## src/rtl/pwr_seq_ctrl.sv

```systemverilog
// pwr_seq_ctrl: ordered power-rail sequencer with PG timeout / PG-loss
// supervision and reverse-order shutdown.
module pwr_seq_ctrl #(
    parameter int N_RAIL     = 4,
    parameter int CLK_PER_MS = 50000,
    parameter int DLY_W      = 11,
    parameter int PG_TMO_MS  = 20,
    parameter int OFF_DLY_MS = 2,
    parameter int PG_FILT    = 4
) (
    input  logic                      sys_clk,
    input  logic                      sys_rst_n,
    input  logic                      seq_en,
    input  logic                      fault_clr,
    input  logic [N_RAIL-1:0]         pg,
    input  logic [N_RAIL*DLY_W-1:0]   on_dly_ms,
    output logic [N_RAIL-1:0]         rail_en,
    output logic                      rst_n_out,
    output logic                      seq_done,
    output logic                      fault,
    output logic [2:0]                fault_rail,
    output logic                      fault_tmo,
    output logic [2:0]                state
);

    localparam int IW = (N_RAIL > 1) ? $clog2(N_RAIL) : 1;
    localparam int CW = (CLK_PER_MS > 1) ? $clog2(CLK_PER_MS) : 1;
    localparam int MW = (DLY_W > 16) ? DLY_W : 16;
    localparam int FW = $clog2(PG_FILT + 1);

    typedef enum logic [2:0] {
        S_IDLE    = 3'd0,
        S_EN_RAIL = 3'd1,
        S_WAIT_PG = 3'd2,
        S_DLY     = 3'd3,
        S_ON      = 3'd4,
        S_PWR_DN  = 3'd5,
        S_FAULT   = 3'd6
    } state_t;

    state_t              state_q, state_d;
    logic [IW-1:0]       idx_q, idx_d;
    logic [N_RAIL-1:0]   pg_s1_q, pg_s2_q;
    logic [CW-1:0]       cnt_q, cnt_d;
    logic [MW-1:0]       ms_q, ms_d;
    logic [N_RAIL-1:0]   rail_q, rail_d;
    logic [N_RAIL-1:0]   armed_q, armed_d;
    logic [FW-1:0]       flt_q [N_RAIL];
    logic [FW-1:0]       flt_d [N_RAIL];
    logic                rst_q, rst_d;
    logic                done_q, done_d;
    logic                fault_q, fault_d;
    logic [2:0]          frail_q, frail_d;
    logic                ftmo_q, ftmo_d;

    logic                tick;
    logic [MW:0]         ms_nx;
    logic                pg_cur;
    logic [DLY_W-1:0]    dly_cur;
    logic                dly_done;
    logic                active;
    logic                loss;
    logic [IW-1:0]       loss_j;
    logic                do_flt;
    logic [IW-1:0]       flt_idx;
    logic                flt_tmo;
    logic                go_dn;
    logic                clr_ms;
    logic                phase_chg;

    assign tick     = (cnt_q == CW'(CLK_PER_MS - 1));
    assign ms_nx    = {1'b0, ms_q} + (MW+1)'(1);
    assign pg_cur   = pg_s2_q[idx_q];
    assign dly_cur  = on_dly_ms[int'(idx_q) * DLY_W +: DLY_W];
    assign dly_done = (dly_cur == '0)
                    || (tick && ms_nx >= (MW+1)'(dly_cur));
    assign active   = (state_q == S_EN_RAIL) || (state_q == S_WAIT_PG)
                    || (state_q == S_DLY) || (state_q == S_ON);

    // Consecutive-low filter on every rail that has already proven good
    always_comb begin
        for (int j = 0; j < N_RAIL; j++) begin
            flt_d[j] = '0;
            if (armed_q[j] && !pg_s2_q[j]) begin
                flt_d[j] = (flt_q[j] == FW'(PG_FILT)) ? flt_q[j]
                                                     : flt_q[j] + FW'(1);
            end
        end
    end

    // Scan downward so the lowest losing rail is reported
    always_comb begin
        loss   = 1'b0;
        loss_j = '0;
        for (int j = N_RAIL - 1; j >= 0; j--) begin
            if (armed_q[j] && !pg_s2_q[j]
                && flt_q[j] == FW'(PG_FILT - 1)) begin
                loss   = 1'b1;
                loss_j = IW'(j);
            end
        end
    end

    always_comb begin
        state_d = state_q;
        idx_d   = idx_q;
        rail_d  = rail_q;
        armed_d = armed_q;
        fault_d = fault_q;
        frail_d = frail_q;
        ftmo_d  = ftmo_q;
        do_flt  = 1'b0;
        flt_idx = '0;
        flt_tmo = 1'b0;
        go_dn   = 1'b0;
        clr_ms  = 1'b0;

        if (active && loss) begin
            do_flt  = 1'b1;
            flt_idx = loss_j;
        end else begin
            unique case (state_q)
                S_IDLE: begin
                    if (seq_en) begin
                        state_d = S_EN_RAIL;
                        idx_d   = '0;
                        rail_d  = (rail_q << 1) | N_RAIL'(1);
                    end
                end
                S_EN_RAIL: begin
                    if (!seq_en) go_dn = 1'b1;
                    else         state_d = S_WAIT_PG;
                end
                S_WAIT_PG: begin
                    if (!pg_cur && tick
                        && ms_nx >= (MW+1)'(PG_TMO_MS)) begin
                        do_flt  = 1'b1;
                        flt_idx = idx_q;
                        flt_tmo = 1'b1;
                    end else if (!seq_en) begin
                        go_dn = 1'b1;
                    end else if (pg_cur) begin
                        state_d        = S_DLY;
                        armed_d[idx_q] = 1'b1;
                    end
                end
                S_DLY: begin
                    if (!seq_en) begin
                        go_dn = 1'b1;
                    end else if (dly_done) begin
                        if (idx_q == IW'(N_RAIL - 1)) begin
                            state_d = S_ON;
                        end else begin
                            state_d = S_EN_RAIL;
                            idx_d   = idx_q + IW'(1);
                            rail_d  = (rail_q << 1) | N_RAIL'(1);
                        end
                    end
                end
                S_ON: begin
                    if (!seq_en) go_dn = 1'b1;
                end
                S_PWR_DN: begin
                    // Thermometer code: a right shift drops the top rail
                    if (rail_q == '0) begin
                        state_d = fault_q ? S_FAULT : S_IDLE;
                    end else if (tick
                                 && ms_nx >= (MW+1)'(OFF_DLY_MS)) begin
                        rail_d = rail_q >> 1;
                        clr_ms = 1'b1;
                    end
                end
                S_FAULT: begin
                    if (fault_clr && !seq_en) begin
                        state_d = S_IDLE;
                        fault_d = 1'b0;
                        frail_d = '0;
                        ftmo_d  = 1'b0;
                    end
                end
                default: state_d = S_IDLE;
            endcase
        end

        if (do_flt) begin
            go_dn   = 1'b1;
            fault_d = 1'b1;
            frail_d = 3'(flt_idx);
            ftmo_d  = flt_tmo;
        end
        if (go_dn) begin
            state_d = S_PWR_DN;
            rail_d  = rail_q >> 1;
            armed_d = '0;
        end

        rst_d  = (state_d == S_ON);
        done_d = (state_d == S_ON);

        // Prescaler and ms count restart whenever the phase changes
        phase_chg = (state_d != state_q) || (idx_d != idx_q);
        cnt_d = (phase_chg || tick) ? '0 : cnt_q + CW'(1);
        if (phase_chg || clr_ms) ms_d = '0;
        else if (tick)           ms_d = (&ms_q) ? ms_q : ms_q + MW'(1);
        else                     ms_d = ms_q;
    end

    always_ff @(posedge sys_clk or negedge sys_rst_n) begin
        if (!sys_rst_n) begin
            state_q <= S_IDLE;
            idx_q   <= '0;
            pg_s1_q <= '0;
            pg_s2_q <= '0;
            cnt_q   <= '0;
            ms_q    <= '0;
            rail_q  <= '0;
            armed_q <= '0;
            rst_q   <= 1'b0;
            done_q  <= 1'b0;
            fault_q <= 1'b0;
            frail_q <= '0;
            ftmo_q  <= 1'b0;
            for (int j = 0; j < N_RAIL; j++) flt_q[j] <= '0;
        end else begin
            state_q <= state_d;
            idx_q   <= idx_d;
            pg_s1_q <= pg;
            pg_s2_q <= pg_s1_q;
            cnt_q   <= cnt_d;
            ms_q    <= ms_d;
            rail_q  <= rail_d;
            armed_q <= armed_d;
            rst_q   <= rst_d;
            done_q  <= done_d;
            fault_q <= fault_d;
            frail_q <= frail_d;
            ftmo_q  <= ftmo_d;
            for (int j = 0; j < N_RAIL; j++) flt_q[j] <= flt_d[j];
        end
    end

    assign rail_en    = rail_q;
    assign rst_n_out  = rst_q;
    assign seq_done   = done_q;
    assign fault      = fault_q;
    assign fault_rail = frail_q;
    assign fault_tmo  = ftmo_q;
    assign state      = state_q;

endmodule
```

## config.mk

```make
export PLATFORM = sky130hd
export DESIGN_NAME = pwr_seq_ctrl
export DESIGN_NICKNAME = d
export VERILOG_FILES = /design/src/rtl/pwr_seq_ctrl.sv
export SDC_FILE = /design/constraint.sdc
export NUM_CORES = 1
export LEC_CHECK = 0
export ABC_AREA = 1
export ABC_CLOCK_PERIOD_IN_PS = 6100
export CAP_MARGIN = 0
export CORE_UTILIZATION = 45
export DETAILED_ROUTE_END_ITERATION = 8
export PLACE_DENSITY = 0.74
export SETUP_SLACK_MARGIN = 0.2
export SLEW_MARGIN = 25
export SYNTH_ARGS = -nofsm -noshare
export SYNTH_HDL_FRONTEND = slang
export SYNTH_SLANG_ARGS = --single-unit
```

## constraint.sdc

```tcl
create_clock -name sys_clk -period 6.1 [get_ports sys_clk]
set_input_delay 0.61 -clock sys_clk [delete_from_list [all_inputs] [get_ports sys_clk]]
set_output_delay 0.61 -clock sys_clk [all_outputs]
set_load 0.01 [all_outputs]
```

==> metrics.yaml <==
worst_setup_path:
  crit_type: "reg -> reg"
  cp_max_fo: 16
  worst_setup_path_start_kind: "flip-flop"
  arrival_ns: 4.00
  cpPeakStageDelay_ns: 0.50
  worst_ep_required_time_ns: 6.38
  path_cells: "inv_2, nor2_2, nand2_1, nand3_2, a21oi_2, ha_1, a21oi_1, and2_1, nand3_1, nand2_1, inv_1, nor2_1, nand2_1, nand2_1, nand2_2, nand2_2, nand2_2, nand2_1, nand2_1, nand3_1, nand2_4, nor2_8, nand3_4, nor2_1"
  slowest_stage: "nor2_2"
  crit_path_end_kind: "flip-flop"
  path_common_cell: "nand2_1"
yosys:
  synth_edf_count: 0
  synth_area_mm2: 0.00496
  synthCells: 651
  synth_warnings: 0
  yosys.cell_types.count: 51
  synth-main-ff-cell: "dfrtp_1"
  yosysMostFrequentCell: "nand2_1"
  async_flop_share_pct: 100
  synth_common_cells: "163 x nand2_1, 91 x inv_1, 70 x dfrtp_1"
  yosys.area.top_type_share_pct: 35.3
  avgSynthCellArea_um2: 7.61
  yosysSeqAreaShare_pct: 35.3
  synth_seq_cells: 70
  synth_nets: 729
  ys_top_cells_by_area: "dfrtp_1 35%, nand2_1 12%, inv_1 6.9%, ha_1 6.6%, nor2_4 5.2%"
  yosysTopAreaCell: "dfrtp_1"
finish:
  drive_gt1_share_pct: 12.2
  n_antenna_cell: 0
  area_growth_syn_to_layout_pct: 18.8
  final_core_util_pct: 56.0
  final_nets: 793
  fin_cells: 856
power_and_ir_drop:
  p_leak_nw: 2.77
  intPower_mw: 0.993
  clock_power_share_pct: 22.4
  switchingPower_mw: 0.781
  pwr-share-seq_pct: 31.6
  ir_drop_mv: 0.272
  power_density_mw_per_mm2: 301
  combPwrFrac_pct: 46.0
  swShare_pct: 44.0
sta:
  hold-worst-slack_ns: 0.292
  worst_pin_slew_ns: 0.780
  rsz0062_at_grt: "no"
  period_minus_slack_ns: 3.73
  fin_skew_ns: 0.00941
  fin_crit_sh_pct: 61.1
  fin_tns_setup_ns: 0
  fmax_mhz: 268
  layout_setup_ws_ns: 2.37
  hold_viol_final: 0
  slew_headroom_pct: 47.5
  slew_violations: 0
  setup_viol: 0
route:
  avgRoutedWirePerCell_um: 13.1
  vias_per_cell: 5.06
  drt-initial-drc-count: 202
  detail_route.first_pass.iterations: 4
  drc: 0
  routed-via-count: 4328
  wl_um: 11200
  final_antenna_net_count: 0
floorplan:
  die_y_um: 107
  dieArea_mm2: 0.0114
  core_area_mm2: 0.0105
  die_x_um: 107
  start_util_pct: 47.2
  ioPinCount: 66
  rows: 37
global_routing:
  grt_max_degree: 71
  antenna_found_initial: 0
  overflow: 0
  grt_pass1_vias: 4349
  grtUsageTotal_pct: 21.4
  grt_pass1_wl_um: 19400
placement:
  dp_cells: 839
  post-dp-hpwl_um: 8560
  dpl_worst_slack_ns: 2.35
  gp_congestion: 0.887
  portBuffers: 64
clock_tree:
  cts_tree: "yes"
  clkSinkCount: 70
  h-tree-depth: 3
  cts_root_buffer: "clkbuf_8"
  clockBufferDepth: 2
  post_cts_resized: 0
  cts_hold_buf: 0
  clk_latency_ns: 0.36
  cts_buffers: 9
  cts_setup_buffers: 0
  path_clk_slew_ns: 0.08
run:
  cap_violations: 0
outcome:
  status: "finished, final reports clean"
hold_path:
  hold_path_class: "in -> async"
[state kept, by name, summed over array words and instances, names as in the netlist]
name / count
cnt_q: 16
ms_q: 16
flt_q: 12
armed_q: 4
pg_s1_q: 4
pg_s2_q: 4
rail_en: 4
state: 3
fault_rail: 2
idx_q: 2
fault: 1
fault_tmo: 1
seq_done: 1
[metal layers]
metal	up-vias	routed length, µm	GRT usage [%]
met5	-	0	0
met4	0	175	6.56
met3	16	357	4.80
met2	66	5520	37.0
met1	2026	5150	26.4
li1	2220	-	-
[worst paths after layout]
| kind | end | from | slack (ns) | cells after the start |
|---|---|---|---|---|
| worst max-delay path | ms_q[3]$_DFFE_PN0P_ | idx_q[0]$_DFF_PN0_ | 2.37 | 24 |
| worst min-delay path | ms_q[3]$_DFFE_PN0P_ | sys_rst_n | 0.29 | 2 |
| worst max register to register | ms_q[3]$_DFFE_PN0P_ | idx_q[0]$_DFF_PN0_ | 2.37 | 24 |
| worst min register to register | pg_s2_q[3]$_DFF_PN0_ | pg_s1_q[3]$_DFF_PN0_ | 0.35 | 0 |
| max in group asynchronous | fault$_DFFE_PN0P_ | sys_rst_n | 5.24 | 3 |
| min in group sys_clk | pg_s2_q[3]$_DFF_PN0_ | pg_s1_q[3]$_DFF_PN0_ | 0.35 | 0 |
[through the flow]
step	instance area [µm²]	total power [mW]
floorplan	4960	1.22
global placement	5660	1.37
detailed placement	5660	1.38
CTS	5870	1.79
global route	5890	1.91
finish	5890	1.77
[critical path, delay by kind of cell, from the launching register on]
kind                     cells  cell delay [ns]
AND/OR/NAND/NOR             19             2.48
adder cells (fa/ha/maj)      1             0.31
AO/OA/AOI/OAI                2             0.22
buffers and inverters        2             0.16
flip-flops                   1             0.48
[final cells by class]
class / instances / area [µm²]
Tap cell: 136 / 170
Sequential cell: 70 / 1750
Inverter: 95 / 357
Clock buffer: 11 / 141
Clock inverter: 5 / 65.1
Multi-Input combinational cell: 473 / 2740
Fill cell: 982 / 4620
Timing Repair Buffer: 66 / 663
[cell families after synthesis]
| family | Yosys count | share of synthesized area [%] |
|---|---|---|
| AOI/OAI and AO/OA | 90 | 11.2 |
| xor gates and xnor gates | 10 | 1.92 |
| adders and majority gates | 26 | 6.56 |
| DFF | 70 | 35.3 |
| buffers and inverters | 108 | 9.36 |
| and+or+nand+nor | 346 | 35.6 |
| other | 1 | 0.0756 |
[power groups by stage]
stage | Sequential (mW) | Clock (mW) | Combinational (mW)
after detailed placement | 0.570 | 0 | 0.813
after floorplan | 0.569 | 0 | 0.656
after global placement | 0.568 | 0 | 0.798
final | 0.561 | 0.397 | 0.816
after CTS | 0.561 | 0.412 | 0.817
after global routing | 0.569 | 0.433 | 0.905
[layout by cell type (no fill, tap or decap), types with 3 or more instances in the layout]
cell / netlist / routed
inv_2: 4 / 4
a21oi_2: 5 / 5
inv_1: 91 / 91
nand3_1: 35 / 35
nor2_2: 7 / 7
nand4_1: 13 / 13
nor2_1: 59 / 59
nand2_1: 163 / 163
o21ai_0: 39 / 39
clkbuf_8: 0 / 10
nor4_1: 3 / 3
a21oi_1: 19 / 19
nand2_4: 4 / 4
dfrtp_1: 70 / 70
ha_1: 26 / 26
nor2_4: 23 / 23
nand2_2: 15 / 15
o211ai_1: 4 / 4
a21boi_0: 4 / 4
nor3_1: 8 / 8
xor2_1: 7 / 7
inv_6: 0 / 3
o41ai_1: 3 / 3
clkdlybuf4s50_1: 0 / 63
nand3_2: 5 / 5
No activity file was read; power rests on OpenSTA's default activity.
